===== config.mk =====
export PLATFORM = sky130hd
export DESIGN_NAME = seq_bit_serializer
export DESIGN_NICKNAME = d
export VERILOG_FILES = /design/src/rtl/seq_bit_serializer_pkg.sv /design/src/rtl/seq_bit_serializer_bit_counter.sv /design/src/rtl/seq_bit_serializer.sv
export SDC_FILE = /design/constraint.sdc
export NUM_CORES = 1
export LEC_CHECK = 0
export CORE_MARGIN = 2
export CORE_UTILIZATION = 40
export DETAILED_ROUTE_END_ITERATION = 12
export PLACE_DENSITY_LB_ADDON = 0.1
export SLEW_MARGIN = 20
export SYNTH_ARGS = -nofsm -noshare
export SYNTH_HDL_FRONTEND = slang
export SYNTH_SLANG_ARGS = --single-unit

===== constraint.sdc =====
create_clock -name clk -period 1.5 [get_ports clk]
set_input_delay 0.15 -clock clk [delete_from_list [all_inputs] [get_ports clk]]
set_output_delay 0.15 -clock clk [all_outputs]
set_load 0.01 [all_outputs]

===== src/rtl/seq_bit_serializer_pkg.sv =====
// Shared types and constants for the sequence-detector serializer front end.
package seq_bit_serializer_pkg;

  // Serializer FSM state encoding.
  typedef enum logic {
    S_IDLE  = 1'b0,
    S_SHIFT = 1'b1
  } ser_state_t;

  // Line level driven while no word is in flight; must not look like a leading '1'.
  localparam logic IDLE_BIT_DEFAULT = 1'b0;

  // Bit-counter width for a given word width.
  function automatic int unsigned cnt_w(input int unsigned width);
    return $clog2(width);
  endfunction

endpackage


===== src/rtl/seq_bit_serializer_bit_counter.sv =====
// WIDTH-modulo bit counter with synchronous load-to-zero and a terminal-count flag.
module ser_bit_counter
  import seq_bit_serializer_pkg::*;
#(
  parameter int unsigned WIDTH = 8
) (
  input  logic clk,
  input  logic rst,
  input  logic i_load,
  input  logic i_en,
  output logic o_tc
);

  localparam int unsigned CNT_W = cnt_w(WIDTH);
  localparam logic [CNT_W-1:0] LAST = CNT_W'(WIDTH - 1);

  logic [CNT_W-1:0] r_cnt;
  logic             w_tc;

  // Terminal count marks the last bit of the current word.
  assign w_tc = (r_cnt == LAST);
  assign o_tc = w_tc;

  // Count bits; load restarts a word, wrap keeps non-power-of-two widths modulo WIDTH.
  always_ff @(posedge clk) begin
    if (rst) begin
      r_cnt <= '0;
    end else if (i_load) begin
      r_cnt <= '0;
    end else if (i_en) begin
      r_cnt <= w_tc ? '0 : r_cnt + CNT_W'(1);
    end
  end

endmodule


===== src/rtl/seq_bit_serializer.sv =====
// Parallel-to-serial front end: valid/ready word in, one bit per clock out.
module seq_bit_serializer
  import seq_bit_serializer_pkg::*;
#(
  parameter int unsigned WIDTH     = 8,
  parameter bit          MSB_FIRST = 1'b1,
  parameter logic        IDLE_BIT  = IDLE_BIT_DEFAULT
) (
  input  logic             clk,
  input  logic             rst,
  input  logic [WIDTH-1:0] din,
  input  logic             din_valid,
  output logic             din_ready,
  output logic             sout,
  output logic             sout_valid,
  output logic             busy,
  output logic             frame_done
);

  ser_state_t       r_state;
  ser_state_t       w_state_nxt;
  logic [WIDTH-1:0] r_shreg;
  logic [WIDTH-1:0] w_shreg_nxt;
  logic [WIDTH-1:0] w_shreg_shift;
  logic             r_frame_done;
  logic             w_frame_done_nxt;
  logic             w_tc;
  logic             w_accept;
  logic             w_cnt_load;
  logic             w_cnt_en;

  // Bit position within the current word.
  ser_bit_counter #(
    .WIDTH (WIDTH)
  ) u_bit_counter (
    .clk    (clk),
    .rst    (rst),
    .i_load (w_cnt_load),
    .i_en   (w_cnt_en),
    .o_tc   (w_tc)
  );

  // Ready in IDLE, or on the last bit so the next word follows with no gap.
  assign din_ready = (r_state == S_IDLE) | ((r_state == S_SHIFT) & w_tc);
  assign w_accept  = din_valid & din_ready;

  // Shift direction fixed by MSB_FIRST; vacated bit is filled with zero.
  always_comb begin
    w_shreg_shift = '0;
    if (MSB_FIRST) begin
      w_shreg_shift = {r_shreg[WIDTH-2:0], 1'b0};
    end else begin
      w_shreg_shift = {1'b0, r_shreg[WIDTH-1:1]};
    end
  end

  // Next-state, shift-register and counter control.
  always_comb begin
    w_state_nxt      = r_state;
    w_shreg_nxt      = r_shreg;
    w_cnt_load       = 1'b0;
    w_cnt_en         = 1'b0;
    w_frame_done_nxt = 1'b0;
    unique case (r_state)
      S_IDLE: begin
        if (w_accept) begin
          w_state_nxt = S_SHIFT;
          w_shreg_nxt = din;
          w_cnt_load  = 1'b1;
        end
      end
      S_SHIFT: begin
        w_frame_done_nxt = w_tc;
        if (w_accept) begin
          w_shreg_nxt = din;
          w_cnt_load  = 1'b1;
        end else begin
          w_shreg_nxt = w_shreg_shift;
          w_cnt_en    = 1'b1;
          if (w_tc) begin
            w_state_nxt = S_IDLE;
          end
        end
      end
      default: begin
        w_state_nxt = S_IDLE;
      end
    endcase
  end

  // State, data and frame-done registers; reset discards any word in flight.
  always_ff @(posedge clk) begin
    if (rst) begin
      r_state      <= S_IDLE;
      r_shreg      <= '0;
      r_frame_done <= 1'b0;
    end else begin
      r_state      <= w_state_nxt;
      r_shreg      <= w_shreg_nxt;
      r_frame_done <= w_frame_done_nxt;
    end
  end

  // Serial line: current head bit while shifting, idle fill otherwise.
  always_comb begin
    sout = IDLE_BIT;
    if (r_state == S_SHIFT) begin
      sout = MSB_FIRST ? r_shreg[WIDTH-1] : r_shreg[0];
    end
  end

  assign sout_valid = (r_state == S_SHIFT);
  assign busy       = (r_state == S_SHIFT);
  assign frame_done = r_frame_done;

endmodule

[Word level (Yosys, flattened, before mapping)]
Index checks and enable logic that the tools add are counted.
Storage, ports and cells
  memory bits (read-only): 0
  bits in latches: 0
  bits of input ports: 11
  word-level logic and storage cells: 24
  flip-flop bits (word level): 13
  memory bits (writable): 0
  memories: 0
Cells by class
  shift operators: 0
  reduce and logical (&&, ||, !) cells: 2
  magnitude comparators: 0
  multipliers: 0
  equality and inequality tests: 2
  $add $sub $neg: 1
  divide/modulo/power cells: 0
  multiplexer cells: 11
  bitwise logic cells: 4
Operator list (count)
  2-to-1 mux 8 bit: 2
  case mux 8 bit (2 select lines): 1
  2-to-1 mux 1 bit: 6
  OR reduction 2 bit: 2
  adder 3 x 1 -> 3 bit, second input constant: 1
  equality test 3 bit, second input constant: 1
  2-to-1 mux 3 bit: 1
  AND 1 bit: 2
  inequality test 2 bit, second input constant: 1
  case mux 1 bit (2 select lines): 1
  inverter 1 bit: 1
  bitwise OR 1 bit: 1

[Logic depth before layout (Yosys ltp)]
Gate-level depths: netlist (run 1).
  word-level depth: 6
  gate-level depth with buffers: 6
  mapped depth without buffers: 6

[Hierarchy]
A second synthesis (run 1) with hierarchy kept.
Second synthesis, totals
  cells, all modules: 61
  area, all modules: 648.1 um^2
By module, submodules not included
  seq_bit_serializer: cells each 49, instances 1, area each 505.5 um^2
  ser_bit_counter: cells each 12, instances 1, area each 142.6 um^2

[Least setup slack after synthesis (run 1)]
No wires, ideal clock.
  path kind: reg-to-reg
  from: reg u_bit_counter.r_cnt[0]
  to: reg r_shreg[5]
  data required time: 1367 ps
  stages on the path, launching flop included: 7
  data arrival time: 1272 ps
  slack: 95 ps
  cells stage by stage: dfxtp_1 -> ha_1 -> ha_1 -> a21boi_2 -> buf_6 -> mux2i_1 -> a211oi_2
Between the ends
  word-level cells in the longest chain between the ends: 6
  elaborated cells between the ends (all ways): 7
  those cells by class: 2 x eq/ne; 2 x mux; 3 x bitwise
RTL lines
  start, declared: line seq_bit_serializer_bit_counter.sv:17  | logic [CNT_W-1:0] r_cnt;
  start signal, assigned: line seq_bit_serializer_bit_counter.sv:31  | r_cnt <= w_tc ? '0 : r_cnt + CNT_W'(1);
  equality test 3 bit *: line seq_bit_serializer_bit_counter.sv:21  | assign w_tc = (r_cnt == LAST);
  net u_bit_counter.o_tc: line seq_bit_serializer_bit_counter.sv:11  | output logic o_tc
  AND 1 bit *: line seq_bit_serializer.sv:44  | assign din_ready = (r_state == S_IDLE) | ((r_state == S_SHIFT) & w_tc);
  bitwise OR 1 bit *: line seq_bit_serializer.sv:44
  AND 1 bit *: line seq_bit_serializer.sv:45  | assign w_accept = din_valid & din_ready;
  2-to-1 mux 8 bit: line seq_bit_serializer.sv:74  | if (w_accept) begin
  case mux 8 bit (2 select lines): line seq_bit_serializer.sv:64  | unique case (r_state)
  end signal, assigned: line seq_bit_serializer.sv:99  | r_shreg <= w_shreg_nxt;
  end, declared: line seq_bit_serializer.sv:22  | logic [WIDTH-1:0] r_shreg;
The timed path passes the listed nets; every way through them passes the cells marked *.
A chain may end at the register's enable or synchronous reset.

[Worst setup path after layout (run 1)]
  from: reg r_state (netlist: busy)
  to: out sout
Between the ends
  word-level cells in the longest chain between the ends: 1
RTL lines
  start, declared: line seq_bit_serializer.sv:20  | ser_state_t r_state;
  start signal, assigned: line seq_bit_serializer.sv:98  | r_state <= w_state_nxt;
  2-to-1 mux 1 bit: line seq_bit_serializer.sv:107  | if (r_state == S_SHIFT) begin
  end, declared: line seq_bit_serializer.sv:14  | output logic sout,
No other way between the ends.

==> results.cfg, run 1 <==
[status]
status = finished, final reports clean

[setup_path]
cp-start-kind = flip-flop
cp.arrival_ns = 1.29
worstReg2RegStart = u_bit_counter.r_cnt[0]
reg2reg_slack_ns = 0.08
critical_path_class = reg2out
slowest_delay_ns = 0.52
cp-startpoint = busy
worstPathCellList = and2_1 -> clkdlybuf4s50_1
endpoint_kind = output pin
crit_required_ns = 1.35
cp_slowest_cell = clkdlybuf4s50_1
cp_max_fo = 8

[cells_and_area]
drive_gt1_frac = 0.228
final_cell_mix = nor2_1, clkdlybuf4s50_1, dfxtp_1, mux2i_1, a211oi_1
fillCellCount = 134
nets = 93
n_antenna_cell = 0
postLayoutCoreUtil = 0.612
syn_to_final_growth_pct = 40.0
layout.cells.most_common = nor2_1
finalInstanceArea_sq_um = 806
instances_no_fill = 94

[cts]
numCtsBuffers = 3
root_buffer = clkbuf_4
path_clk_slew_ns = 0.08
cts_sinks = 13
clock_path_buffers = 2
worstSkewPairLatency_ns = 0.27
cts_htree_levels = 1
cts_tree = done
holdBufCountCts = 0

[synth]
async_reset_ff_frac = 0
avgSynthCellArea_sq_um = 9.76
synth_xor_area_frac = 0
syn_nets = 72
synth-simple-area-share = 0.137
ys_seq_area_frac = 0.452
synthDistinctLibCells = 18
synth_flop_cell = dfxtp_1
yosys_warnings = 0
synth_top_family_by_area = compound AO/OA/AOI/OAI gates
ys_seq_elements = 13
synth.area.mux_share = 0.139
synth_edf_count = 0
yosys.area_share.adder = 0.0435
syn_area_sq_um = 576
synth-compound-area-share = 0.161
syn_inst = 59

[floorplanning]
dieArea_sq_um = 1760
start_util = 0.437
core_sq_um = 1320
die_h_um = 41.9
io_pins = 16
fp.dieW_um = 41.9
row_count = 13

[place]
dp.cells = 89
globalplace.congestion = 0.688
io_buffers = 15
dp_hpwl_um = 750
dpl_cell_area_sq_um = 747

[pwr]
power.density_nw_per_um2 = 898
power_leakage_nw = 0.323
ir_drop_mv = 0.657

[sta]
setup_viol = 0
hold_viol = 0
fin_skew_ns = 0.00144
rsz0062_at_grt = false
max_freq_ghz = 0.694
post-route-min-period_ns = 1.44
period_share = 0.961
slew_headroom = 0.670
drv_slew = 0
worst_pin_slew_ns = 0.494

[drt]
detail-route-antenna-nets = 0
initialDrtViolationCount = 2
via_per_inst = 4.96
routed_wl_um = 1050
drc = 0
via_count = 466
wire_per_inst_um = 11.2
first_pass_iters = 2

[grt]
grt_max_degree = 15
grt_overflow = 0
grt_pass1_wl_um = 1690
grt_usage = 0.129
grt_antenna_before_repair = 0
grt_pass1_vias = 404

[flow_run]
max_cap_violations = 0

[worst_hold_path]
hp-class = reg2reg
hold_start = busy
## synth_stat cells (2+ instances only)
library cell   n  area [sq um]
a22oi_1        2          15.0
nor2_1        15          56.3
a211oi_1       6          45.0
buf_4          2          15.0
mux2i_1        8          80.1
ha_1           2          25.0
dfxtp_1       13           260
## metal layers
layer	track usage	routed length, um
met5	0	0
met4	0.0968	12
met3	0.0348	58
met2	0.197	499
met1	0.153	480
## sequential cells by signal (all words and copies together) (netlist names)
| signal | flops |
|---|---|
| r_shreg | 8 |
| u_bit_counter.r_cnt | 3 |
| busy | 1 |
| frame_done | 1 |
## repair_timing
item	4_1_cts	5_1_grt
setup endpoints to repair	2	9
pin swaps	0	3
gates resized for setup	7	6
setup buffers	1	0
## final timing paths
check / end / cells past startpoint
setup / recovery: sout / 2
hold / removal: frame_done / 2
setup reg to reg: r_shreg[6] / 6
hold reg to reg: frame_done / 2
## through the flow
stage	setup TNS, ns	power [mW]	worst slack [ns]	hold slack (ns)
2_1_floorplan	0	0.463	0.0952	0.223
3_3_place_gp	-0.0440	0.517	-0.0440	0.484
3_5_place_dp	-0.0915	0.519	-0.0590	0.489
4_1_cts	0	0.732	0.0256	0.486
5_1_grt	0	0.763	0.00639	0.520
6_report	0	0.724	0.0589	0.492
## critical path: cells and delay by family (launching register included)
family / cells / cell delay (ns)
buffers and inverters: 1 / 0.52
flip-flops: 1 / 0.38
AND/OR/NAND/NOR: 1 / 0.12
## kinds of logic (layout without fill, tap and decap cells)
logic type | Yosys count | in the layout
and+or+nand+nor | 19 | 19
DFF | 13 | 13
muxes | 8 | 8
buffers and inverters | 6 | 26
AOI/OAI and AO/OA | 11 | 11
adders and majority gates | 2 | 2
## final cells by class
cell class,instances,area (sq um),share of cell area
clock buffer,4,26.3,0.0326
inverter,1,3.75,0.00466
multi-input combinational,40,298,0.370
sequential,13,265,0.329
tap,15,18.8,0.0233
timing repair buffer,21,194,0.241
## power by group
group / switching [mW] / internal (mW)
combinational: 0.0541 / 0.0773
clock: 0.109 / 0.103
sequential: 0.0131 / 0.368
total: 0.176 / 0.548
Power figures use the tool's default switching activity.
==> run 2, diff against run 1 <==
--- a/config.mk
+++ b/config.mk
@@ -5,10 +5,12 @@
 export SDC_FILE = /design/constraint.sdc
 export NUM_CORES = 1
 export LEC_CHECK = 0
+export CAP_MARGIN = 20
 export CORE_MARGIN = 2
 export CORE_UTILIZATION = 40
 export DETAILED_ROUTE_END_ITERATION = 12
 export PLACE_DENSITY_LB_ADDON = 0.1
+export REMOVE_ABC_BUFFERS = 1
 export SLEW_MARGIN = 20
 export SYNTH_ARGS = -nofsm -noshare
 export SYNTH_HDL_FRONTEND = slang
==> run 2 against run 1 <==
First-iteration DRC count up 100%. Wire length increased by 4.1%. Clock skew grew 0.0020 ns. Flip-flop and latch count did not move. Via count rose by 0.43%. Maximum frequency rose by 0.62%. Core utilization rose by 2.4 points. Final area is 3.9% higher. Power is 5.0% higher. Critical endpoint is now r_shreg[4].
==> results.cfg, run 2 (synthesis results as in run 1) <==
[drt]
initialDrtViolationCount = 4
drc = 0
via_per_inst = 5.09
detail-route-antenna-nets = 0
wire_per_inst_um = 11.9
routed_wl_um = 1090
first_pass_iters = 2
via_count = 468

[cells_and_area]
regMostFlops = r_shreg
postLayoutCoreUtil = 0.635
reg_top3 = r_shreg (8), u_bit_counter.r_cnt (3)
layout.cells.most_common = nor2_1
n_antenna_cell = 0
syn_to_final_growth_pct = 45.4
nets = 91
largest_reg_flops = 8
final_cell_mix = nor2_1, clkdlybuf4s50_1, dfxtp_1, mux2i_1, a211oi_1
instances_no_fill = 92
fillCellCount = 116
finalInstanceArea_sq_um = 837
drive_gt1_frac = 0.247

[place]
dp_slack_ns = -0.0584
dpl_cell_area_sq_um = 752
globalplace.congestion = 0.624
dp_hpwl_um = 762
dp.cells = 88
io_buffers = 15

[setup_path]
crit_family = adder cells
endpoint_kind = flip-flop
path_buf_inv = 1
crit_required_ns = 1.65
worstPathCellList = ha_2 -> ha_4 -> a21boi_4 -> buf_12 -> mux2i_2 -> a211oi_2
cp.arrival_ns = 1.58
critical_path_class = reg2reg
cp_slowest_cell = dfxtp_2
cp_max_fo = 8
cp-start-kind = flip-flop
slowest_delay_ns = 0.33

[sta]
hold_viol = 0
rsz0062_at_grt = false
fin_skew_ns = 0.00348
drv_slew = 0
post-route-min-period_ns = 1.43
worst_pin_slew_ns = 0.518
max_freq_ghz = 0.698
layout_setup_ws_ns = 0.0678
slew_headroom = 0.654
period_share = 0.955
setup_viol = 0

[cts]
cts_sinks = 13
numCtsBuffers = 3
root_buffer = clkbuf_4
holdBufCountCts = 0
path_clk_slew_ns = 0.09
cts_tree = done
cts_htree_levels = 1
clock_path_buffers = 2
postCtsSetupBuffers = 0
worstSkewPairLatency_ns = 0.29

[worst_hold_path]
hp-class = in2reg

[pwr]
ir_drop_mv = 0.613
pwr-share-clk = 0.303
p_sw_uw = 202
p_sw_frac = 0.266
total_power_uw = 760
power.density_nw_per_um2 = 908
p_comb_frac = 0.193
internal_power_uw = 558
seqPwrFrac = 0.504
power_leakage_nw = 0.342

[grt]
grt_pass1_wl_um = 1810
grt_usage = 0.139
grt_max_degree = 15
grt_pass1_vias = 436
grt_antenna_before_repair = 0
grt_overflow = 0

[floorplanning]
row_count = 13
io_pins = 16
fp.dieW_um = 41.9
start_util = 0.437
dieArea_sq_um = 1760
core_sq_um = 1320
die_h_um = 41.9

[status]
status = finished, final reports clean

[flow_run]
max_cap_violations = 0
==> run 2: changes by cell type in the layout (fill, tap and decap cells not counted), sizes merged <==
cell	before	now
dlymetal6s2s	0	1
buf	7	5
clkdlybuf4s50	14	13
==> run 2: final cells by class <==
type                       count  area, sq um  area share
clock buffer                   4         26.3      0.0314
multi-input combinational     40          333       0.398
sequential                    13          265       0.317
tap                           15         18.8      0.0224
timing repair buffer          19          190       0.227
inverter                       1         3.75     0.00448
==> run 2: per-stage QoR <==
step / TNS, ns / hold WS, ns
2_1_floorplan: -0.176 / 0.215
3_3_place_gp: -0.0344 / 0.481
3_5_place_dp: -0.0917 / 0.492
4_1_cts: 0 / 0.504
5_1_grt: 0 / 0.522
6_report: 0 / 0.495
==> run 2: tightest hold or removal path: cells and delay by family <==
kind | cells | cell delay [ns]
AO/OA/AOI/OAI | 1 | 0.08
buffers and inverters | 1 | 0.39
multiplexers | 1 | 0.12
==> run 2: power groups by stage <==
stage	Sequential, mW	Combinational (mW)	Clock (mW)
2_1_floorplan	0.388	0.0606	0
3_3_place_gp	0.388	0.132	0
3_5_place_dp	0.389	0.134	0
4_1_cts	0.382	0.133	0.226
5_1_grt	0.387	0.161	0.248
6_report	0.383	0.147	0.230
==> run 2: final timing paths <==
check / start / to / slack, ns / depth (start not counted)
setup / recovery: u_bit_counter.r_cnt[0] / r_shreg[4] / 0.07 / 6
hold / removal: din[2] / r_shreg[2] / 0.49 / 3
setup reg to reg: u_bit_counter.r_cnt[0] / r_shreg[4] / 0.07 / 6
hold reg to reg: r_shreg[7] / r_shreg[7] / 0.50 / 2
==> run 2: metal layers <==
layer  vias up  part of all wire  wire length, um  track usage
met4         0             0.038               41       0.0968
met3         5             0.040               44       0.0261
li1        241                 -                -            -
met1       208              0.47              516        0.158
met2        14              0.45              491        0.231
met5         -                 0                0            0
==> run 2: repair_timing <==
action | in CTS | in global routing
gates resized for setup | 7 | 12
pin swaps | 0 | 1
setup endpoints to repair | 2 | 9
==> run 3, diff against run 2 <==
--- a/config.mk
+++ b/config.mk
@@ -10,6 +10,7 @@
 export CORE_UTILIZATION = 40
 export DETAILED_ROUTE_END_ITERATION = 12
 export PLACE_DENSITY_LB_ADDON = 0.1
+export RECOVER_POWER = 25
 export REMOVE_ABC_BUFFERS = 1
 export SLEW_MARGIN = 20
 export SYNTH_ARGS = -nofsm -noshare
==> results of run 3 <==
The final DEF is identical to that of run 2; final timing and power are the same.
